### config.mk
export PLATFORM = sky130hd
export DESIGN_NAME = mem_port_arbiter
export DESIGN_NICKNAME = d
export VERILOG_FILES = /design/src/rtl/mem_port_arbiter.sv
export SDC_FILE = /design/constraint.sdc
export NUM_CORES = 1
export LEC_CHECK = 0
export CAP_MARGIN = 20
export CORE_ASPECT_RATIO = 1.2
export CORE_UTILIZATION = 50
export CTS_CLUSTER_DIAMETER = 60
export CTS_CLUSTER_SIZE = 12
export DETAILED_ROUTE_END_ITERATION = 16
export DONT_BUFFER_PORTS = 1
export SYNTH_ARGS = -nofsm -noshare
export SYNTH_HDL_FRONTEND = slang
export SYNTH_SLANG_ARGS = --single-unit
### constraint.sdc
create_clock -name Clk -period 6.1 [get_ports Clk]
set_input_delay 1.22 -clock Clk [delete_from_list [all_inputs] [get_ports Clk]]
set_output_delay 1.22 -clock Clk [all_outputs]
set_load 0.05 [all_outputs]
### src/rtl/mem_port_arbiter.sv
// Two-requester arbiter (instruction fetch and load/store) in front of a single-port
// data memory: round-robin grant, fixed-length access sequencing, per-port completion pulses.
module mem_port_arbiter #(
    parameter int WAIT_CYCLES = 2
) (
    input  logic        Clk,
    input  logic        Reset,

    input  logic        IFReq,
    input  logic [31:0] IFAddress,
    output logic [31:0] IFReadData,
    output logic        IFDone,
    output logic        StallIF,

    input  logic        MEMRead,
    input  logic        MEMWrite,
    input  logic [31:0] MEMAddress,
    input  logic [31:0] MEMWriteData,
    output logic [31:0] MEMReadData,
    output logic        MEMDone,
    output logic        StallMEM,

    output logic [31:0] DMAddress,
    output logic [31:0] DMWriteData,
    output logic        DMMemRead,
    output logic        DMMemWrite,
    input  logic [31:0] DMReadData
);

    localparam int CW = (WAIT_CYCLES > 1) ? $clog2(WAIT_CYCLES) : 1;
    localparam logic [CW-1:0] CNT_LOAD = CW'(WAIT_CYCLES - 1);

    typedef enum logic [1:0] {
        IDLE     = 2'd0,
        BUSY_IF  = 2'd1,
        BUSY_MEM = 2'd2
    } state_t;

    state_t        state_q,     state_d;
    logic          last_mem_q,  last_mem_d;
    logic [CW-1:0] cnt_q,       cnt_d;
    logic [31:0]   addr_q,      addr_d;
    logic [31:0]   wdata_q,     wdata_d;
    logic          is_write_q,  is_write_d;
    logic          if_done_q,   if_done_d;
    logic          mem_done_q,  mem_done_d;
    logic [31:0]   if_rdata_q,  if_rdata_d;
    logic [31:0]   mem_rdata_q, mem_rdata_d;

    logic mem_req;
    logic if_pend;
    logic mem_pend;
    logic grant_mem;
    logic grant_if;
    logic last_cnt;
    logic busy;

    // A requester still holding its request during its own Done cycle is stale.
    assign mem_req   = MEMRead | MEMWrite;
    assign if_pend   = IFReq & ~if_done_q;
    assign mem_pend  = mem_req & ~mem_done_q;
    assign grant_mem = mem_pend & (~if_pend | ~last_mem_q);
    assign grant_if  = if_pend & ~grant_mem;
    assign last_cnt  = (cnt_q == '0);
    assign busy      = (state_q != IDLE);

    always_comb begin
        state_d     = state_q;
        last_mem_d  = last_mem_q;
        cnt_d       = cnt_q;
        addr_d      = addr_q;
        wdata_d     = wdata_q;
        is_write_d  = is_write_q;
        if_done_d   = 1'b0;
        mem_done_d  = 1'b0;
        if_rdata_d  = if_rdata_q;
        mem_rdata_d = mem_rdata_q;

        case (state_q)
            IDLE: begin
                if (grant_mem) begin
                    state_d    = BUSY_MEM;
                    addr_d     = MEMAddress;
                    wdata_d    = MEMWriteData;
                    is_write_d = MEMWrite;
                    cnt_d      = CNT_LOAD;
                    last_mem_d = 1'b1;
                end else if (grant_if) begin
                    state_d    = BUSY_IF;
                    addr_d     = IFAddress;
                    wdata_d    = '0;
                    is_write_d = 1'b0;
                    cnt_d      = CNT_LOAD;
                    last_mem_d = 1'b0;
                end
            end

            BUSY_IF: begin
                if (!IFReq) begin
                    state_d = IDLE;
                end else if (last_cnt) begin
                    state_d    = IDLE;
                    if_done_d  = 1'b1;
                    if_rdata_d = DMReadData;
                end else begin
                    cnt_d = cnt_q - 1'b1;
                end
            end

            BUSY_MEM: begin
                if (!mem_req) begin
                    state_d = IDLE;
                end else if (last_cnt) begin
                    state_d    = IDLE;
                    mem_done_d = 1'b1;
                    if (!is_write_q) begin
                        mem_rdata_d = DMReadData;
                    end
                end else begin
                    cnt_d = cnt_q - 1'b1;
                end
            end

            default: begin
                state_d = IDLE;
            end
        endcase
    end

    always_ff @(posedge Clk or posedge Reset) begin
        if (Reset) begin
            state_q     <= IDLE;
            last_mem_q  <= 1'b0;
            cnt_q       <= '0;
            addr_q      <= '0;
            wdata_q     <= '0;
            is_write_q  <= 1'b0;
            if_done_q   <= 1'b0;
            mem_done_q  <= 1'b0;
            if_rdata_q  <= '0;
            mem_rdata_q <= '0;
        end else begin
            state_q     <= state_d;
            last_mem_q  <= last_mem_d;
            cnt_q       <= cnt_d;
            addr_q      <= addr_d;
            wdata_q     <= wdata_d;
            is_write_q  <= is_write_d;
            if_done_q   <= if_done_d;
            mem_done_q  <= mem_done_d;
            if_rdata_q  <= if_rdata_d;
            mem_rdata_q <= mem_rdata_d;
        end
    end

    // Memory-side controls decode only registered state, so reset clears them at once.
    // The write strobe also needs the store still requested, so an abort never writes.
    assign DMAddress   = busy ? addr_q  : '0;
    assign DMWriteData = busy ? wdata_q : '0;
    assign DMMemRead   = busy & ~is_write_q;
    assign DMMemWrite  = (state_q == BUSY_MEM) & is_write_q & last_cnt & mem_req;

    assign IFReadData  = if_rdata_q;
    assign IFDone      = if_done_q;
    assign StallIF     = IFReq & ~if_done_q;
    assign MEMReadData = mem_rdata_q;
    assign MEMDone     = mem_done_q;
    assign StallMEM    = mem_req & ~mem_done_q;

endmodule

==> flow_summary.toml, run 1 <==
[run_status]
status = "finished, final reports clean"

[clocking]
post_cts_resized = 0
hold_buffers = 0
cts_inserted_buffers = 17
cts_tree = "built"
clockRootBuffer = "clkbuf_16"
clk_pin_slew_worst_paths_ns = 0.05
post_cts_buffers = 0
clock_latency_ns = 0.41
cts_max_path_buffers = 2
htreeDepth = 4
clock-sinks = 135

[layout]
antennaDiodeCount = 0
post-route-util_pct = 58.4
final_layout_size_suffix_gt1_share_pct = 21.2
layout.cells.most_common = "dfrtp_1"
n_fill_cell = 973
final_cell_mix = "135 x dfrtp_1, 65 x nor2b_1, 64 x a21oi_1"
fin_nets = 629
area_growth_pct = 12.2

[worst_setup_path]
crit_required_ns = 4.88
rr_startpoint = "IFDone"
reg2reg_slack_ns = 3.44
rr_worst_depth = 6
crit_path_end = "DMWriteData[26]"
critPathLaunch = "state_q[0]"
critPathKind = "reg -> out"
reg2reg_to = "addr_q[19]"
end_kind = "output port"
start_kind = "flop"
cp.arrival_ns = 2.42
worstPathMaxFanout = 54

[place]
dp_hpwl_mm = 9.10
globalplace.congestion = 0.809
dpl_worst_slack_ns = 2.88
numPortBuffers = 0

[route]
vias_per_cell = 5.62
wl_per_cell_um = 19.8
first_pass_iters = 5
via_count = 3697
drt_wl_total_mm = 13.0
ant_nets = 0
drc_errors = 0
drt_iter0_drc = 186

[floorplan]
die-area_um2 = 12100
die_x_um = 101
rows = 42
io_pins = 267
start_util_pct = 52.0
core_um2 = 11200
die_y_um = 120

[sta]
fin_skew_ns = 0.00836
hold_ws_ns = 0.490
drv_slew = 0
fin_crit_ns = 3.64
rsz0062_at_grt = "no"
worstMarginPinSlew_ns = 1.01
fmax_mhz = 275
relSlewSlack_pct = 32.3
post-route-period-util_pct = 59.7
setup_viol = 0
finalWorstSetupSlack_ns = 2.46
hold_viol_final = 0
fin_setup_tns_ns = 0

[global_route]
grt_max_degree = 78
gr-total-overflow = 0
antenna_found_initial = 0
grt_pass1_wl_mm = 20.0
gr-usage-all-layers_pct = 21.9
grt_pass1_vias = 3895

[job]
maxCapViolCount = 0

[synth]
synth.avg_cell_area_um2 = 11.7
synthFlopType = "dfrtp_1"
syn_area_um2 = 5820
synth_edf_count = 0
synth_cell_type_count = 31
yosys_warnings = 0
ys_seq_elements = 135
synth_nets = 634
ys_seq_area_share_pct = 58.0
syn_inst = 496
postSynth.asyncResetShare_pct = 100

[min_path]
hold_class = "reg -> reg"
## per-layer routing
layer / up-vias / GRT usage (%) / routed length, um
met5: - / 0 / 0
met4: 0 / 9.69 / 323
met3: 27 / 9.08 / 1280
met2: 182 / 37.3 / 6630
met1: 1802 / 23.6 / 4770
li1: 1686 / - / -
## kinds of logic (layout without fill, tap and decap cells)
group                      count (synthesis)  in the layout  synth area share, %
and+or+nand+nor                          143            143                 12.4
adders and majority gates                  5              5                 1.07
muxes                                     65             65                 12.6
DFF                                      135            135                 58.0
buffers and inverters                     41             49                 3.93
AOI/OAI and AO/OA                        107            107                 12.0
## registers in the layout (all words and copies together) (netlist names)
register     cells
IFDone           1
IFReadData      32
MEMDone          1
MEMReadData     32
addr_q          32
cnt_q            1
is_write_q       1
last_mem_q       1
state_q          2
wdata_q         32
## worst min-delay path by stage
| stage | end | start | cells after the start | slack (ns) |
|---|---|---|---|---|
| 2_1_floorplan | wdata_q[0] | wdata_q[0] | 1 | 0.46 |
| 3_3_place_gp | wdata_q[11] | wdata_q[11] | 1 | 0.48 |
| 3_5_place_dp | wdata_q[10] | wdata_q[10] | 1 | 0.47 |
| 4_1_cts | wdata_q[7] | wdata_q[7] | 1 | 0.49 |
| 5_1_grt | wdata_q[11] | wdata_q[11] | 1 | 0.50 |
| 6_report | wdata_q[24] | wdata_q[24] | 1 | 0.49 |
## worst max-delay path, cell delays in order, from the launching register on
cell,delay (ns)
dfrtp_1,0.42
inv_1,0.09
ha_2,0.31
buf_4,0.34
nor2b_1,0.82
## layout make-up
class | count | area (um^2) | share of cell area, %
inverter | 8 | 35.0 | 0.536
clock inverter | 14 | 175 | 2.68
sequential | 135 | 3380 | 51.7
timing repair buffer | 9 | 87.6 | 1.34
clock buffer | 18 | 429 | 6.57
multi-input combinational | 320 | 2230 | 34.2
tap | 154 | 193 | 2.95
## cell usage after synthesis, types with 2 or more instances
cell      number  area share, %
mux2_1         7            1.4
nor2_1        36            2.3
inv_1          7           0.45
nor2b_1       65            7.0
a22o_1        34            5.1
dfrtp_1      135             58
clkbuf_1       7           0.45
a21oi_1       64            5.5
buf_4          7           0.90
ha_1           5            1.1
buf_2         15            1.3
nand2_1       35            2.3
and3_1         2           0.21
mux2_2        57             11
buf_6          4           0.77
## metrics by stage
| step | std cells | area (um^2) |
|---|---|---|
| detailed placement | 625 | 5900 |
| floorplan | 496 | 5820 |
| finish | 658 | 6530 |
| CTS | 657 | 6500 |
| global placement | 625 | 5900 |
| global route | 658 | 6530 |
Power of run 1 is left out: the tool's default activity adds up to more than one toggle a clock period on the data nets, which glitch-free logic cannot reach.
==> inputs of run 2 (changes only) <==
- clock period: 6.1 -> 3.6 ns (I/O delays scaled with it)
==> flow_summary.toml, run 2 (synthesized netlist as in run 1, its figures left out) <==
[route]
first_pass_iters = 4
vias_per_cell = 5.46
via_count = 3958
drt_wl_total_mm = 13.9
drt_iter0_drc = 189
ant_nets = 0
drc_errors = 0
wl_per_cell_um = 19.1

[global_route]
gr-usage-all-layers_pct = 23.4
antenna_found_initial = 0
grt_max_degree = 48
grt_pass1_vias = 4165
gr-total-overflow = 0
grt_pass1_wl_mm = 21.2

[worst_setup_path]
crit_required_ns = 2.88
slowest_delay_ns = 0.53
end_kind = "output port"
path_cells = "inv_1 -> ha_2 -> buf_12 -> nor2_1 -> buf_4"
cp_slowest_cell = "ha_2"
cp_top_family = "buffers and inverters"
worst-path-buf-inv = 3
start_kind = "flop"
cp.arrival_ns = 2.08
worstPathMaxFanout = 46
critPathKind = "reg -> out"

[sta]
fin_setup_tns_ns = 0
relSlewSlack_pct = 41.8
drv_slew = 0
setup_viol = 0
fin_crit_ns = 2.80
fin_skew_ns = 0.00921
rsz0062_at_grt = "no"
post-route-period-util_pct = 77.9
fmax_mhz = 357
hold_viol_final = 0
worstMarginPinSlew_ns = 0.869
finalWorstSetupSlack_ns = 0.796

[place]
dp_hpwl_mm = 9.57
dpl_worst_slack_ns = 0.850
numPortBuffers = 0
placedCellCount = 692
globalplace.congestion = 0.774

[clocking]
clk_pin_slew_worst_paths_ns = 0.06
clock_latency_ns = 0.41
clockRootBuffer = "clkbuf_16"
cts_inserted_buffers = 17
clock-sinks = 135
post_cts_buffers = 0
hold_buffers = 0
cts_tree = "built"
htreeDepth = 4
post_cts_resized = 0
cts_max_path_buffers = 2

[job]
maxCapViolCount = 0

[layout]
final_layout_size_suffix_gt1_share_pct = 30.5
fin_nets = 696
final_cell_mix = "135 x dfrtp_1, 72 x buf_4, 65 x nor2b_1"
layout.cells.most_common = "dfrtp_1"
n_fill_cell = 911
antennaDiodeCount = 0
fin_cells = 725
area_growth_pct = 21.9

[floorplan]
die-area_um2 = 12100
io_pins = 267
rows = 42
die_x_um = 101
start_util_pct = 52.0
die_y_um = 120
core_um2 = 11200

[run_status]
status = "finished, final reports clean"

[min_path]
hold_class = "in -> async"
run 2: changes by cell type in the layout (fill, tap and decap cells not counted):
cell,delta
clkinv_2,-1
clkbuf_8,+1
inv_6,+1
clkinvlp_4,+1
clkinv_4,-3
buf_16,-1
bufinv_16,+1
buf_12,+4
buf_4,+64
run 2: metal layers:
layer,up-vias,GRT usage [%],share of wire (%)
met1,1907,25.4,37
met2,203,40.5,51
met3,31,8.38,8.5
met4,0,10.8,3.1
met5,-,0,0
li1,1817,-,-
run 2: stage by stage:
stage	util, %	cell area, um^2	hold WS [ns]
4_1_cts	63.2	7070	0.413
2_1_floorplan	-	5830	0.458
3_5_place_dp	57.5	6440	0.474
5_1_grt	63.4	7090	0.0904
3_3_place_gp	57.5	6440	0.475
6_report	63.4	7090	0.0996
run 2: path summary, 6_finish.rpt:
| path | start | end | slack, ns | cells past startpoint |
|---|---|---|---|---|
| setup / recovery | state_q[1] | DMMemRead | 0.80 | 5 |
| hold / removal | Reset | IFReadData[26] | 0.1 | 1 |
| setup reg to reg | IFDone | wdata_q[28] | 0.84 | 5 |
| hold reg to reg | wdata_q[13] | wdata_q[13] | 0.49 | 1 |
| max in group asynchronous | Reset | wdata_q[28] | 2.72 | 3 |
| min in group Clk | IFAddress[7] | addr_q[7] | 0.43 | 2 |
run 2: area by class of cell:
| class | count | area, um^2 | share of cell area, % |
|---|---|---|---|
| multi-input cells | 320 | 2230 | 31.5 |
| well taps | 154 | 193 | 2.72 |
| clock inverters | 13 | 191 | 2.70 |
| clock buffers | 19 | 443 | 6.24 |
| flip-flops and latches | 135 | 3380 | 47.6 |
| repair buffers | 76 | 621 | 8.75 |
| inverters | 8 | 33.8 | 0.476 |
Power of run 2 is left out for the same reason.
==> inputs of run 3 (changes only) <==
- PLACE_DENSITY: not set -> 0.68
- clock period: 3.6 -> 2.3 ns (I/O delays scaled with it)
==> flow_summary.toml, run 3 (synthesized netlist as in run 1, its figures left out) <==
[route]
ant_nets = 0
drc_errors = 0
drt_iter0_drc = 222
drt_wl_total_mm = 13.7
vias_per_cell = 5.45
wl_per_cell_um = 18.7
via_count = 3990
first_pass_iters = 5

[sta]
hold_ws_ns = 0.0259
fmax_mhz = 456
hold_viol_final = 0
fin_setup_tns_ns = 0
fin_skew_ns = 0.00984
drv_slew = 0
worstMarginPinSlew_ns = 0.904
finalWorstSetupSlack_ns = 0.105
rsz0062_at_grt = "no"
post-route-period-util_pct = 95.5
relSlewSlack_pct = 39.5
setup_viol = 0
fin_crit_ns = 2.20

[worst_setup_path]
critPathLaunch = "state_q[1]"
worstPathMaxFanout = 35
start_kind = "flop"
cp.arrival_ns = 1.74
cp_slowest_cell = "dfrtp_2"
cp_top_family = "buffers and inverters"
worst-path-buf-inv = 3
path_cells = "inv_1 -> ha_2 -> buf_12 -> nor2b_1 -> buf_4"
critPathKind = "reg -> out"
rr_worst_depth = 6
end_kind = "output port"
crit_cells = 5
crit_required_ns = 1.84
slowest_delay_ns = 0.44
rr_startpoint = "state_q[1]"

[clocking]
clk_pin_slew_worst_paths_ns = 0.06
clockRootBuffer = "clkbuf_16"
clock-sinks = 135
cts_tree = "built"
clock_latency_ns = 0.41
cts_max_path_buffers = 2
htreeDepth = 4
cts_inserted_buffers = 17

[global_route]
grt_pass1_vias = 4113
gr-usage-all-layers_pct = 23.3
grt_max_degree = 78
gr-total-overflow = 0
antenna_found_initial = 0
grt_pass1_wl_mm = 21.1

[place]
numPortBuffers = 0
dp_hpwl_mm = 9.74
globalplace.congestion = 0.785
dpl_worst_slack_ns = 0.246

[floorplan]
die_y_um = 120
rows = 42
start_util_pct = 52.0
core_um2 = 11200
io_pins = 267
die_x_um = 101
die-area_um2 = 12100

[run_status]
status = "finished, final reports clean"

[layout]
antennaDiodeCount = 0
fin_nets = 703
layout.cells.most_common = "dfrtp_1"
post-route-util_pct = 63.7
final_cell_mix = "134 x dfrtp_1, 76 x buf_4, 64 x nor2b_1, 64 x a21oi_1, 57 x mux2_2"
final_layout_size_suffix_gt1_share_pct = 31.8
area_growth_pct = 22.4

[min_path]
hold_class = "in -> async"

[job]
maxCapViolCount = 0
[run 3: cell types whose count changed in the layout (fill, tap and decap cells not counted), moves of 2 or more]
cell,previous run,this run
buf_4,72,76
clkinv_2,1,3
buf_12,4,6
bufinv_16,4,2
[run 3: layer usage]
metal	up-vias	part of all wire (%)	global-route usage (%)
met4	0	2.5	10.2
met3	24	8.7	8.55
met2	182	53	40.5
li1	1834	-	-
met5	-	0	0
met1	1950	36	25.3
[run 3: worst paths after layout]
kind                                   to  slack, ns
max                          DMAddress[0]       0.10
min                        IFReadData[19]       0.03
max reg2reg                   wdata_q[24]       0.38
min reg2reg                    wdata_q[7]       0.49
max in group asynchronous      addr_q[22]       1.63
min in group Clk               addr_q[10]       0.18
[run 3: layout make-up]
cell class	instances	area, um^2
multi-input combinational	320	2240
timing repair buffer	83	702
clock buffer	18	429
inverter	8	33.8
tap	154	193
fill	903	4070
clock inverter	14	149
sequential	135	3380
[run 3: through the flow]
stage	cells	cell area, um^2
after floorplan	496	5830
after global placement	699	6530
after detailed placement	699	6530
after CTS	731	7110
after global routing	732	7130
final	732	7130
[run 3: timing repair]
item / 4_1_cts / 5_1_grt
buffers inserted: 0 / 1
endpoints found under the setup margin: 0 / 4
resized for setup: 0 / 4
hold buffers: 0 / 0
Power of run 3 is left out for the same reason.
